==> src/rtl/ar_uid_allocator.sv <==
// UID pool for the AR ordering unit: grants the lowest free UID,
// records the original AXI ID on issue, and releases UIDs on R last.
module ar_uid_allocator #(
  parameter int ID_WIDTH  = 4,
  parameter int UID_WIDTH = 3
) (
  input  logic                   clk,
  input  logic                   rst,
  input  logic                   alloc_req,
  input  logic [ID_WIDTH-1:0]    alloc_in_id,
  input  logic                   alloc_commit,
  output logic                   alloc_gnt,
  output logic [UID_WIDTH-1:0]   alloc_uid,
  input  logic                   free_valid,
  input  logic [UID_WIDTH-1:0]   free_uid,
  input  logic [UID_WIDTH-1:0]   lookup_uid,
  output logic [ID_WIDTH-1:0]    lookup_orig_id,
  output logic [2**UID_WIDTH-1:0] busy_vec,
  output logic [UID_WIDTH:0]     outstanding,
  output logic                   pool_full,
  output logic                   err_free_idle
);

  localparam int NUM_UIDS = 2**UID_WIDTH;

  typedef enum logic {IDLE, GRANT} state_t;

  state_t                state;
  state_t                state_nxt;
  logic [UID_WIDTH-1:0]  uid_q;
  logic [ID_WIDTH-1:0]   id_q;
  logic [ID_WIDTH-1:0]   map_table [NUM_UIDS];
  logic [UID_WIDTH-1:0]  pick_uid;
  logic                  any_free;
  logic                  latch;
  logic                  commit;
  logic                  free_ok;
  logic                  free_bad;
  logic [NUM_UIDS-1:0]   set_mask;
  logic [NUM_UIDS-1:0]   clr_mask;

  // Lowest-index free UID, from the registered bitmap only.
  always_comb begin
    pick_uid = '0;
    any_free = 1'b0;
    for (int i = NUM_UIDS - 1; i >= 0; i--) begin
      if (!busy_vec[i]) begin
        pick_uid = UID_WIDTH'(i);
        any_free = 1'b1;
      end
    end
  end

  assign latch    = (state == IDLE) && alloc_req && any_free;
  assign commit   = (state == GRANT) && alloc_commit;
  assign free_ok  = free_valid && busy_vec[free_uid];
  assign free_bad = free_valid && !busy_vec[free_uid];
  assign set_mask = commit  ? (NUM_UIDS'(1) << uid_q)    : '0;
  assign clr_mask = free_ok ? (NUM_UIDS'(1) << free_uid) : '0;

  always_ff @(posedge clk or negedge rst) begin
    if (!rst) begin
      state <= IDLE;
    end else begin
      state <= state_nxt;
    end
  end

  always_comb begin
    state_nxt = state;
    unique case (state)
      IDLE: begin
        if (latch) state_nxt = GRANT;
      end
      GRANT: begin
        if (alloc_commit || !alloc_req) state_nxt = IDLE;
      end
      default: state_nxt = IDLE;
    endcase
  end

  always_comb begin
    alloc_gnt = (state == GRANT);
    alloc_uid = uid_q;
  end

  always_ff @(posedge clk or negedge rst) begin
    if (!rst) begin
      uid_q         <= '0;
      id_q          <= '0;
      busy_vec      <= '0;
      outstanding   <= '0;
      err_free_idle <= 1'b0;
      for (int i = 0; i < NUM_UIDS; i++) begin
        map_table[i] <= '0;
      end
    end else begin
      if (latch) begin
        uid_q <= pick_uid;
        id_q  <= alloc_in_id;
      end
      if (commit) map_table[uid_q] <= id_q;
      busy_vec <= (busy_vec & ~clr_mask) | set_mask;
      if (commit && !free_ok) begin
        outstanding <= outstanding + (UID_WIDTH+1)'(1);
      end else if (free_ok && !commit) begin
        outstanding <= outstanding - (UID_WIDTH+1)'(1);
      end
      if (free_bad) err_free_idle <= 1'b1;
    end
  end

  assign lookup_orig_id = map_table[lookup_uid];
  assign pool_full      = (outstanding == (UID_WIDTH+1)'(NUM_UIDS));

endmodule

==> config.mk <==
export PLATFORM = sky130hd
export DESIGN_NAME = ar_uid_allocator
export DESIGN_NICKNAME = d
export VERILOG_FILES = /design/src/rtl/ar_uid_allocator.sv
export SDC_FILE = /design/constraint.sdc
export NUM_CORES = 1
export LEC_CHECK = 0
export CORE_MARGIN = 2
export CORE_UTILIZATION = 45
export DETAILED_ROUTE_END_ITERATION = 6
export PLACE_DENSITY = 0.72
export SYNTH_ARGS = -nofsm -noshare
export SYNTH_HDL_FRONTEND = slang
export SYNTH_SLANG_ARGS = --single-unit
==> constraint.sdc <==
create_clock -name clk -period 4.6 [get_ports clk]
set_input_delay 0.92 -clock clk [delete_from_list [all_inputs] [get_ports clk]]
set_output_delay 0.92 -clock clk [all_outputs]
set_load 0.02 [all_outputs]
==> key figures, run 1 <==
CTS
  – Num CTS Buffers: 5
  – Setup bufs post-CTS: 0
  – Root buf cell: clkbuf_8
  – Clk sinks: 53
  – CTS resizes: 0
  – H-tree levels: 2
  – Clk buf depth: 2
  – Clk Latency, worst-skew pair: 0.31 ns
  – Clk slew on worst S/H paths: 0.10 ns
  – CTS Hold Bufs: 0
  – CTS tree: yes

Yosys
  – Top cell type's share of synthesized area: 51.1%
  – Ys flop type: dfrtp_1
  – Syn avg cell area: 13.5 sq um
  – EDFF count, synth: 0
  – Seq/Total Area, Yosys: 51.1%
  – Post-Synthesis Cell Area: 2600 sq um
  – Yosys cell types: 31
  – Cell accounting for the most synthesized area: dfrtp_1
  – Asr flop ratio synth: 100%
  – Gate Count Post-Synth: 193
  – Yosys reg bits: 53
  – YS warnings: 0
  – Area contributors post-synth: dfrtp_1, mux2_2, mux4_2
  – Post-synthesis net count: 212

Placed design
  – DP Worst Slack: 0.475 ns
  – Placed insts: 298
  – Final Wtd Congestion: 0.775
  – Detailed Place HPWL: 3790 um
  – DP Area: 3030 sq um
  – Port Buffers: 36

Worst setup path
  – Worst setup EP type: output pin
  – Worst Path Max Fanout: 8
  – CP startpoint: lookup_uid[0]
  – FF-to-FF setup slack: 1.91 ns
  – Worst path required time: 3.68 ns
  – Crit Path Category: primary input to output pin
  – Buf/Inv on CP: 2
  – CP top delay family: buffers and inverters
  – Reg-to-reg endpoint: outstanding[3]
  – CP Cell Sequence: clkdlybuf4s50_1 > mux4_2 > mux2_2 > clkdlybuf4s50_1
  – Worst Setup EP: lookup_orig_id[0]
  – Max stage delay on crit path: 0.83 ns
  – Worst R2R Path Depth: 10
  – Slowest cell on the critical path: clkdlybuf4s50_1
  – Startpoint types: primary input
  – Most common cell on crit path: clkdlybuf4s50_1
  – Arrival time worst endpoint: 3.17 ns
  – CP Depth: 4
  – Reg2reg start: busy_vec[1]

Global routing
  – Largest net degree at the start of global routing: 54
  – Vias in the first global route: 1661
  – Initial antenna violation count: 0
  – First-pass GRT wire length: 8940 um
  – Grt ovf: 0
  – Global router's overall resource usage: 18.7%

Timing
  – Fmax achieved: 245 MHz
  – Unrepaired setup endpoints after global routing: no
  – Final worst-path cycle share: 88.9%
  – Final setup violation count: 0
  – Setup TNS: 0 ns
  – Worst hold slack: 0.472 ns
  – Final Slew Violations: 0
  – Rel. slew slack: 55.3%
  – Setup WS post-layout: 0.511 ns
  – Minimum clock period: 4.09 ns
  – Worst Skew: 0.0117 ns
  – Least-Margin Pin Slew: 0.670 ns
  – Final Hold Viols: 0

Final layout
  – Non-Filler Instances: 306
  – Area Growth Syn to Fin: 20.3%
  – Antenna Cells: 0
  – # nets final: 252
  – Util after Layout: 56.4%
  – Layout cells sized above 1: 29.5%
  – Final Cell Area: 3130 sq um

Hold path
  – Hold_sp: err_free_idle
  – Hold/Removal Path Class: flop to flop

Power
  – VDD IR max: 0.303 mV
  – Leakage: 1.31 nW
  – Final Power: 1.79 mW
  – Pwr Density: 574 nW/um^2

Route
  – DRC violations left: 0
  – Via density: 5.48
  – Post-DRT Antenna Nets: 0
  – Starting DRC count in detailed routing: 95
  – Routed WL: 5330 um
  – Via count: 1678
  – WL per Instance: 17.4 um
  – Initial DRT Pass Iterations: 4

Floorplan
  – Die span in y: 80.0 um
  – Row count: 27
  – Core footprint: 5540 sq um
  – Starting Density: 46.9%
  – Die width: 80.0 um
  – DIE AREA: 6400 sq um
  – Top-Level Pins: 37

Status
  – Status: finished, final reports clean

Job
  – Max_cap viols: 0
[metal layers]
| layer | global-route usage [%] | wire [um] |
|---|---|---|
| met5 | 0 | 0 |
| met3 | 3.73 | 228 |
| met2 | 28.5 | 2480 |
| met4 | 4.58 | 35 |
| met1 | 27.5 | 2580 |
[worst min-delay path by stage]
stage | end | depth (start not counted)
final | err_free_idle | 1
after floorplan | map_table[20] | 1
after detailed placement | err_free_idle | 1
after CTS | err_free_idle | 1
after global placement | err_free_idle | 1
after global routing | err_free_idle | 1
[layout make-up]
class / instances / area, sq um
clock buffer: 5 / 68.8
tap: 72 / 90.1
timing repair buffer: 37 / 363
clock inverter: 3 / 26.3
fill: 475 / 2410
inverter: 5 / 18.8
multi-input combinational: 131 / 1230
sequential: 53 / 1330
[sequential cells by signal, indices dropped and copies added (netlist names)]
register / cells
alloc_uid: 3
busy_vec: 8
err_free_idle: 1
map_table: 32
outstanding: 4
alloc_gnt: 1
id_q: 4
[placed cells by master, fill, tap and decap left out, drive strengths merged, types with 2 or more instances in the layout]
cell type and count:
mux4 9, buf 2, a21oi 5, nand4 2, ha 3, o21ai 15
nand2b 8, mux2i 5, clkinvlp 2, inv 6, xnor2 2, dfrtp 53
nand2 16, clkdlybuf4s50 35, nand3 2, clkbuf 5, a21o 2, nor2 5
mux2 41, o31ai 4, nor3 6
[synth_stat cells, types with 2 or more instances]
library cell  number
mux4_2             9
dfrtp_1           53
ha_1               3
nor2_4             3
nor3_1             3
mux2i_1            5
xnor2_1            2
clkbuf_1           2
nand2_1           15
inv_1              5
o21ai_0           14
a21oi_1            5
o31ai_1            4
nor2_1             2
nor3_4             3
nand2b_1           8
a21o_1             2
mux2_2            41
nand4_1            2
[where the power goes]
part           internal, mW  switching [mW]
clock network         0.111           0.165
registers             0.650           0.177
logic                 0.392           0.297
total                  1.15           0.640
[cell families after synthesis]
family | after synthesis | synth area share (%)
DFF | 53 | 51.1
xor gates and xnor gates | 2 | 0.674
adders and majority gates | 4 | 2.22
muxes | 55 | 27.5
and+or+nand+nor | 41 | 10.3
AOI/OAI and AO/OA | 29 | 6.74
buffers and inverters | 9 | 1.49
(Power assumes the default switching activity.)
==> inputs of run 2 (changes only) <==
--- a/config.mk
+++ b/config.mk
@@ -7,8 +7,9 @@
 export LEC_CHECK = 0
 export CORE_MARGIN = 2
 export CORE_UTILIZATION = 45
+export CTS_CLUSTER_SIZE = 30
 export DETAILED_ROUTE_END_ITERATION = 6
-export PLACE_DENSITY = 0.72
+export PLACE_DENSITY = 0.75
 export SYNTH_ARGS = -nofsm -noshare
 export SYNTH_HDL_FRONTEND = slang
 export SYNTH_SLANG_ARGS = --single-unit
==> constraint.sdc (replaced) <==
create_clock -name clk -period 3.6 [get_ports clk]
set_input_delay 0.72 -clock clk [delete_from_list [all_inputs] [get_ports clk]]
set_output_delay 0.72 -clock clk [all_outputs]
set_load 0.02 [all_outputs]
==> run 2 against run 1 <==
Count of clock-buffer cells in the layout unchanged; via count rose by 0.36%; final cell count grew 0.65%; register-to-register slack got worse by 0.89 ns; combinational power up 29%; largest cell class unchanged; worst setup slack worse by 0.33 ns; utilization up 0.86 points; sequential power is 28% higher; clock skew decreased by 0.0035 ns; wire length down 2.3%; first-iteration DRC count down 32%; non-clock buffer count is 3 higher.
==> key figures, run 2 (synthesis gave the netlist of run 1 again) <==
Timing
  – Unrepaired setup endpoints after global routing: no
  – Setup WS post-layout: 0.182 ns (-0.329 ns)
  – Least-Margin Pin Slew: 0.676 ns (+0.00610 ns)
  – Fmax achieved: 293 MHz
  – Final Hold Viols: 0 (unchanged)
  – Worst Skew: 0.00822 ns (-0.00351 ns)
  – Final worst-path cycle share: 94.9%
  – Final Slew Violations: 0 (unchanged)
  – Setup TNS: 0 ns (unchanged)
  – Final setup violation count: 0 (unchanged)
  – Rel. slew slack: 54.9% (-0.41 points)
  – Minimum clock period: 3.42 ns

CTS
  – CTS Hold Bufs: 0 (unchanged)
  – CTS resizes: 0 (unchanged)
  – Clk Latency, worst-skew pair: 0.30 ns (about the same)
  – Clk slew on worst S/H paths: 0.10 ns (about the same)
  – CTS tree: yes
  – Clk buf depth: 2 (unchanged)
  – Root buf cell: clkbuf_8
  – H-tree levels: 2 (unchanged)
  – Setup bufs post-CTS: 0 (unchanged)
  – Num CTS Buffers: 5 (unchanged)
  – Clk sinks: 53 (unchanged)

Power
  – VDD IR max: 0.471 mV (+56%)
  – Pwr Density: 739 nW/um^2 (+29%)
  – Switching pwr: 803 uW (+25%)
  – Combinational share of power: 38.0% (-0.4 points)
  – Int Pwr: 1.54 mW (+34%)
  – Sequential share of power: 45.1% (-1.0 points)
  – Leakage: 1.34 nW (+2.4%)
  – Clock group share of total power: 16.9% (+1.5 points)
  – Switching share of power: 34.2% (-1.5 points)

Placed design
  – DP Worst Slack: 0.157 ns (-0.318 ns)
  – DP Area: 3070 sq um (+1.2%)
  – Final Wtd Congestion: 0.830 (+7.2%)
  – Port Buffers: 36 (unchanged)
  – Detailed Place HPWL: 3870 um (+2.1%)

Global routing
  – Grt ovf: 0 (unchanged)
  – M2 GR Usage: 31.0% (+2.5 points)
  – First-pass GRT wire length: 8900 um (-0.38%)
  – Initial antenna violation count: 0 (unchanged)
  – Largest net degree at the start of global routing: 32 (-41%)
  – M1 GR Usage: 24.9% (-2.6 points)
  – Vias in the first global route: 1785 (+7.5%)
  – GRT busiest layer: met2
  – Met3 usage: 3.39% (-0.34 points)
  – Global router's overall resource usage: 18.4% (-0.33 points)

Final layout
  – Fill count: 461 (-2.9%)
  – Final Cell Area: 3170 sq um (+1.5%)
  – Max reg flops: 32 (unchanged)
  – Area Growth Syn to Fin: 22.2%
  – Top register by number of flip-flops: map_table
  – Top flop regs: map_table: 32 flops, busy_vec: 8 flops
  – Antenna Cells: 0 (unchanged)
  – # nets final: 255 (+1.2%)
  – Commonest non-fill, non-tap cell in the layout: dfrtp_1
  – Layout cells sized above 1: 30.1% (+0.60 points)
  – Commonest non-fill, non-tap cells in the layout: dfrtp_1, mux2_2, clkdlybuf4s50_1

Worst setup path
  – Startpoint types: primary input
  – FF-to-FF setup slack: 1.02 ns (-0.89 ns)
  – Worst path required time: 2.88 ns (-0.80 ns)
  – Worst Path Max Fanout: 8 (unchanged)
  – Arrival time worst endpoint: 2.70 ns (-0.47 ns)
  – Worst setup EP type: output pin
  – Crit Path Category: primary input to output pin

Job
  – Max_cap viols: 0 (unchanged)

Floorplan
  – Top-Level Pins: 37 (unchanged)
  – DIE AREA: 6400 sq um (unchanged)
  – Die width: 80.0 um (unchanged)
  – Starting Density: 46.9% (unchanged)
  – Die span in y: 80.0 um (unchanged)
  – Core footprint: 5540 sq um (unchanged)
  – Row count: 27 (unchanged)

Route
  – Post-DRT Antenna Nets: 0 (unchanged)
  – Initial DRT Pass Iterations: 4 (unchanged)
  – Via count: 1684 (+0.36%)
  – Starting DRC count in detailed routing: 65 (-32%)
  – DRC violations left: 0 (unchanged)
  – WL per Instance: 16.9 um (-2.9%)
  – Routed WL: 5210 um (-2.3%)
  – Via density: 5.47 (-0.29%)

Status
  – Status: finished, final reports clean

Hold path
  – Hold/Removal Path Class: primary input to async pin
[run 2: area by class of cell]
type | count | area (sq um) | area share [%]
Clock buffer | 5 | 68.8 | 2.17
Clock inverter | 2 | 38.8 | 1.22
Inverter | 5 | 18.8 | 0.591
Multi-Input combinational cell | 131 | 1230 | 38.8
Sequential cell | 53 | 1330 | 41.8
Tap cell | 72 | 90.1 | 2.84
Timing Repair Buffer | 40 | 398 | 12.5
[run 2: worst paths after layout]
path	from	to	depth (start not counted)
worst min register to register	err_free_idle	err_free_idle	1
worst max register to register	busy_vec[2]	outstanding[3]	10
worst max-delay path	lookup_uid[0]	lookup_orig_id[1]	5
max in group asynchronous	rst	busy_vec[4]	2
min in group clk	err_free_idle	err_free_idle	1
worst min-delay path	rst	map_table[1]	1
[run 2: worst max-delay path: stages]
cell and delay (ns):
clkdlybuf4s50_1 0.50, buf_12 0.15, mux4_2 0.50, mux2_2 0.28, clkdlybuf4s50_1 0.54
[run 2: metal layers]
metal  part of all wire [%]  vias to the layer above
met5                      0                        -
met4                   0.52                        0
met3                    3.6                        4
met2                     48                       42
met1                     47                      842
li1                       -                      796
[run 2: stage by stage]
stage	hold WS, ns	utilization, %	power, mW	std cells
finish	0.438	57.3	2.35	308
global route	0.490	57.3	2.50	308
CTS	0.461	57.3	2.36	308
detailed placement	0.452	55.3	1.96	301
global placement	0.452	55.3	1.93	301
floorplan	0.424	-	1.59	193
[run 2: power groups by stage]
stage	Combinational (mW)	Sequential [mW]	Clock [mW]
after floorplan	0.509	1.08	0
after global placement	0.877	1.06	0
after detailed placement	0.892	1.07	0
after CTS	0.898	1.06	0.403
after global routing	0.971	1.10	0.427
final	0.890	1.06	0.396
==> inputs of run 3 (changes only) <==
--- a/config.mk
+++ b/config.mk
@@ -9,7 +9,9 @@
 export CORE_UTILIZATION = 45
 export CTS_CLUSTER_SIZE = 30
 export DETAILED_ROUTE_END_ITERATION = 6
-export PLACE_DENSITY = 0.75
+export PLACE_DENSITY = 0.71
+export SKIP_LAST_GASP = 1
+export SLEW_MARGIN = 20
 export SYNTH_ARGS = -nofsm -noshare
 export SYNTH_HDL_FRONTEND = slang
 export SYNTH_SLANG_ARGS = --single-unit
==> run 3 against run 2 <==
Final cell count up 0.65%; fmax down 1.7%; clock skew about the same; non-clock buffer count up 1; total power up 2.6%; global-route usage down 0.22 points; combinational power up 1%; wire length up 2.5%; count of clock-buffer cells in the layout unchanged; clock power up 17%; first-iteration DRC count up 23%; critical path depth unchanged.
==> key figures, run 3 (synthesis gave the netlist of run 1 again) <==
Floorplan
  – DIE AREA: 6400 sq um (unchanged)
  – Starting Density: 46.9% (unchanged)
  – Top-Level Pins: 37 (unchanged)
  – Row count: 27 (unchanged)
  – Core footprint: 5540 sq um (unchanged)
  – Die width: 80.0 um (unchanged)
  – Die span in y: 80.0 um (unchanged)

Final layout
  – Commonest non-fill, non-tap cell in the layout: dfrtp_1
  – Seq. cell area: 1330 sq um (unchanged)
  – Top register by number of flip-flops: map_table
  – Final Cell Area: 3190 sq um (+0.67%)
  – Commonest non-fill, non-tap cells in the layout: dfrtp_1, mux2_2, clkdlybuf4s50_1
  – # nets final: 256 (+0.39%)
  – Top flop regs: map_table: 32 flops, busy_vec: 8 flops
  – Area Growth Syn to Fin: 23.0%
  – Antenna Cells: 0 (unchanged)
  – Area of the multi-input gates: 1230 sq um (unchanged)
  – Layout cells sized above 1: 30.7% (+0.59 points)
  – Fill count: 490 (+6.3%)
  – Max reg flops: 32 (unchanged)

Power
  – Int Pwr: 1.61 mW (+4.5%)
  – Clock group share of total power: 19.3% (+2.4 points)
  – Sequential share of power: 43.4% (-1.7 points)
  – Pwr Density: 753 nW/um^2 (+1.9%)
  – Switching pwr: 794 uW (-1.0%)
  – VDD IR max: 0.400 mV (-15%)
  – Combinational share of power: 37.4% (-0.6 points)
  – Leakage: 1.35 nW (+1.0%)
  – Switching share of power: 33.0% (-1.2 points)

Route
  – Starting DRC count in detailed routing: 80 (+23%)
  – Initial DRT Pass Iterations: 4 (unchanged)
  – Via density: 5.55 (+1.4%)
  – WL per Instance: 17.2 um (+1.8%)
  – Via count: 1719 (+2.1%)
  – Met2 wire len: 2650 um (+5.0%)
  – Routed WL: 5340 um (+2.5%)
  – DRC violations left: 0 (unchanged)
  – Post-DRT Antenna Nets: 0 (unchanged)
  – Metal-1 WL: 2430 um (-1.7%)
  – Met3 WL: 234 um (+25%)
  – Uppermost layer routed: met4

Timing
  – Least-Margin Pin Slew: 0.809 ns (+0.133 ns)
  – Worst hold slack: 0.479 ns (+0.0415 ns)
  – Final Slew Violations: 0 (unchanged)
  – Final Hold Viols: 0 (unchanged)
  – Final worst-path cycle share: 96.6% (+1.6 points)
  – Worst Skew: 0.00809 ns (-0.000127 ns)
  – Fmax achieved: 288 MHz (-1.7%)
  – Unrepaired setup endpoints after global routing: no
  – Minimum clock period: 3.48 ns (+0.0592 ns)
  – Rel. slew slack: 46.1% (-8.9 points)
  – Final setup violation count: 0 (unchanged)

Global routing
  – Global router's overall resource usage: 18.1% (-0.22 points)
  – Vias in the first global route: 1707 (-4.4%)
  – Initial antenna violation count: 0 (unchanged)
  – Largest net degree at the start of global routing: 38 (+19%)
  – First-pass GRT wire length: 8670 um (-2.6%)
  – Grt ovf: 0 (unchanged)

Worst setup path
  – Worst Path Max Fanout: 8 (unchanged)
  – Worst setup EP type: output pin
  – Crit Path Category: primary input to output pin
  – Startpoint types: primary input
  – Reg2reg start: busy_vec[1]
  – CP startpoint: lookup_uid[0]
  – FF-to-FF setup slack: 0.89 ns (-0.13 ns)
  – Arrival time worst endpoint: 2.76 ns (+0.06 ns)
  – Worst path required time: 2.88 ns (about the same)

CTS
  – Clk buf depth: 2 (unchanged)
  – CTS tree: yes
  – H-tree levels: 2 (unchanged)
  – Clk slew on worst S/H paths: 0.09 ns (about the same)
  – CTS Hold Bufs: 0 (unchanged)
  – Clk Latency, worst-skew pair: 0.30 ns (about the same)
  – Root buf cell: clkbuf_8
  – CTS resizes: 0 (unchanged)
  – Setup bufs post-CTS: 0 (unchanged)
  – Num CTS Buffers: 5 (unchanged)
  – Clk sinks: 53 (unchanged)

Placed design
  – Port Buffers: 36 (unchanged)
  – DP Area: 3060 sq um (-0.16%)
  – Detailed Place HPWL: 4000 um (+3.3%)
  – Final Wtd Congestion: 0.832 (+0.26%)

Hold path
  – Hold_sp: err_free_idle
  – Hold/Removal Path Class: flop to flop

Job
  – Max_cap viols: 0 (unchanged)

Status
  – Status: finished, final reports clean
[run 3: path summary, 6_finish.rpt]
kind | endpoint | cells past startpoint
max | lookup_orig_id[1] | 5
min | err_free_idle | 1
max reg2reg | outstanding[3] | 10
min reg2reg | err_free_idle | 1
max in group asynchronous | map_table[1] | 2
min in group asynchronous | map_table[23] | 1
[run 3: final cells by class]
type,instances,area share [%]
tap,72,2.82
multi-input combinational,131,38.6
inverter,5,0.588
clock inverter,3,2.04
sequential,53,41.5
clock buffer,5,2.15
timing repair buffer,41,12.3
[run 3: per-stage QoR]
stage	instances	total power, mW	utilization (%)	TNS (ns)	worst slack (ns)
after floorplan	193	1.59	-	0	0.656
after global placement	302	1.93	55.2	0	0.111
after detailed placement	302	1.96	55.2	-0.00502	-0.00502
after CTS	310	2.43	57.7	0	0.0967
after global routing	310	2.55	57.7	0	0.0580
final	310	2.41	57.7	0	0.123
[run 3: worst max-delay path, stage by stage]
cell and delay (ns):
clkdlybuf4s50_1 0.46, buf_4 0.21, mux4_2 0.52, mux2_2 0.30
clkdlybuf4s50_1 0.55
[run 3: routing by layer]
layer,global-route usage (%),vias to the layer above
met5,0,-
met4,4.07,0
met3,3.73,2
met2,29.3,43
met1,25.3,878
li1,-,796
[run 3: power by group through the flow]
stage,Sequential (mW),Clock (mW),Combinational [mW]
6_report,1.04,0.464,0.899
4_1_cts,1.04,0.475,0.913
3_5_place_dp,1.06,0,0.906
5_1_grt,1.08,0.495,0.975
3_3_place_gp,1.05,0,0.882
2_1_floorplan,1.08,0,0.509
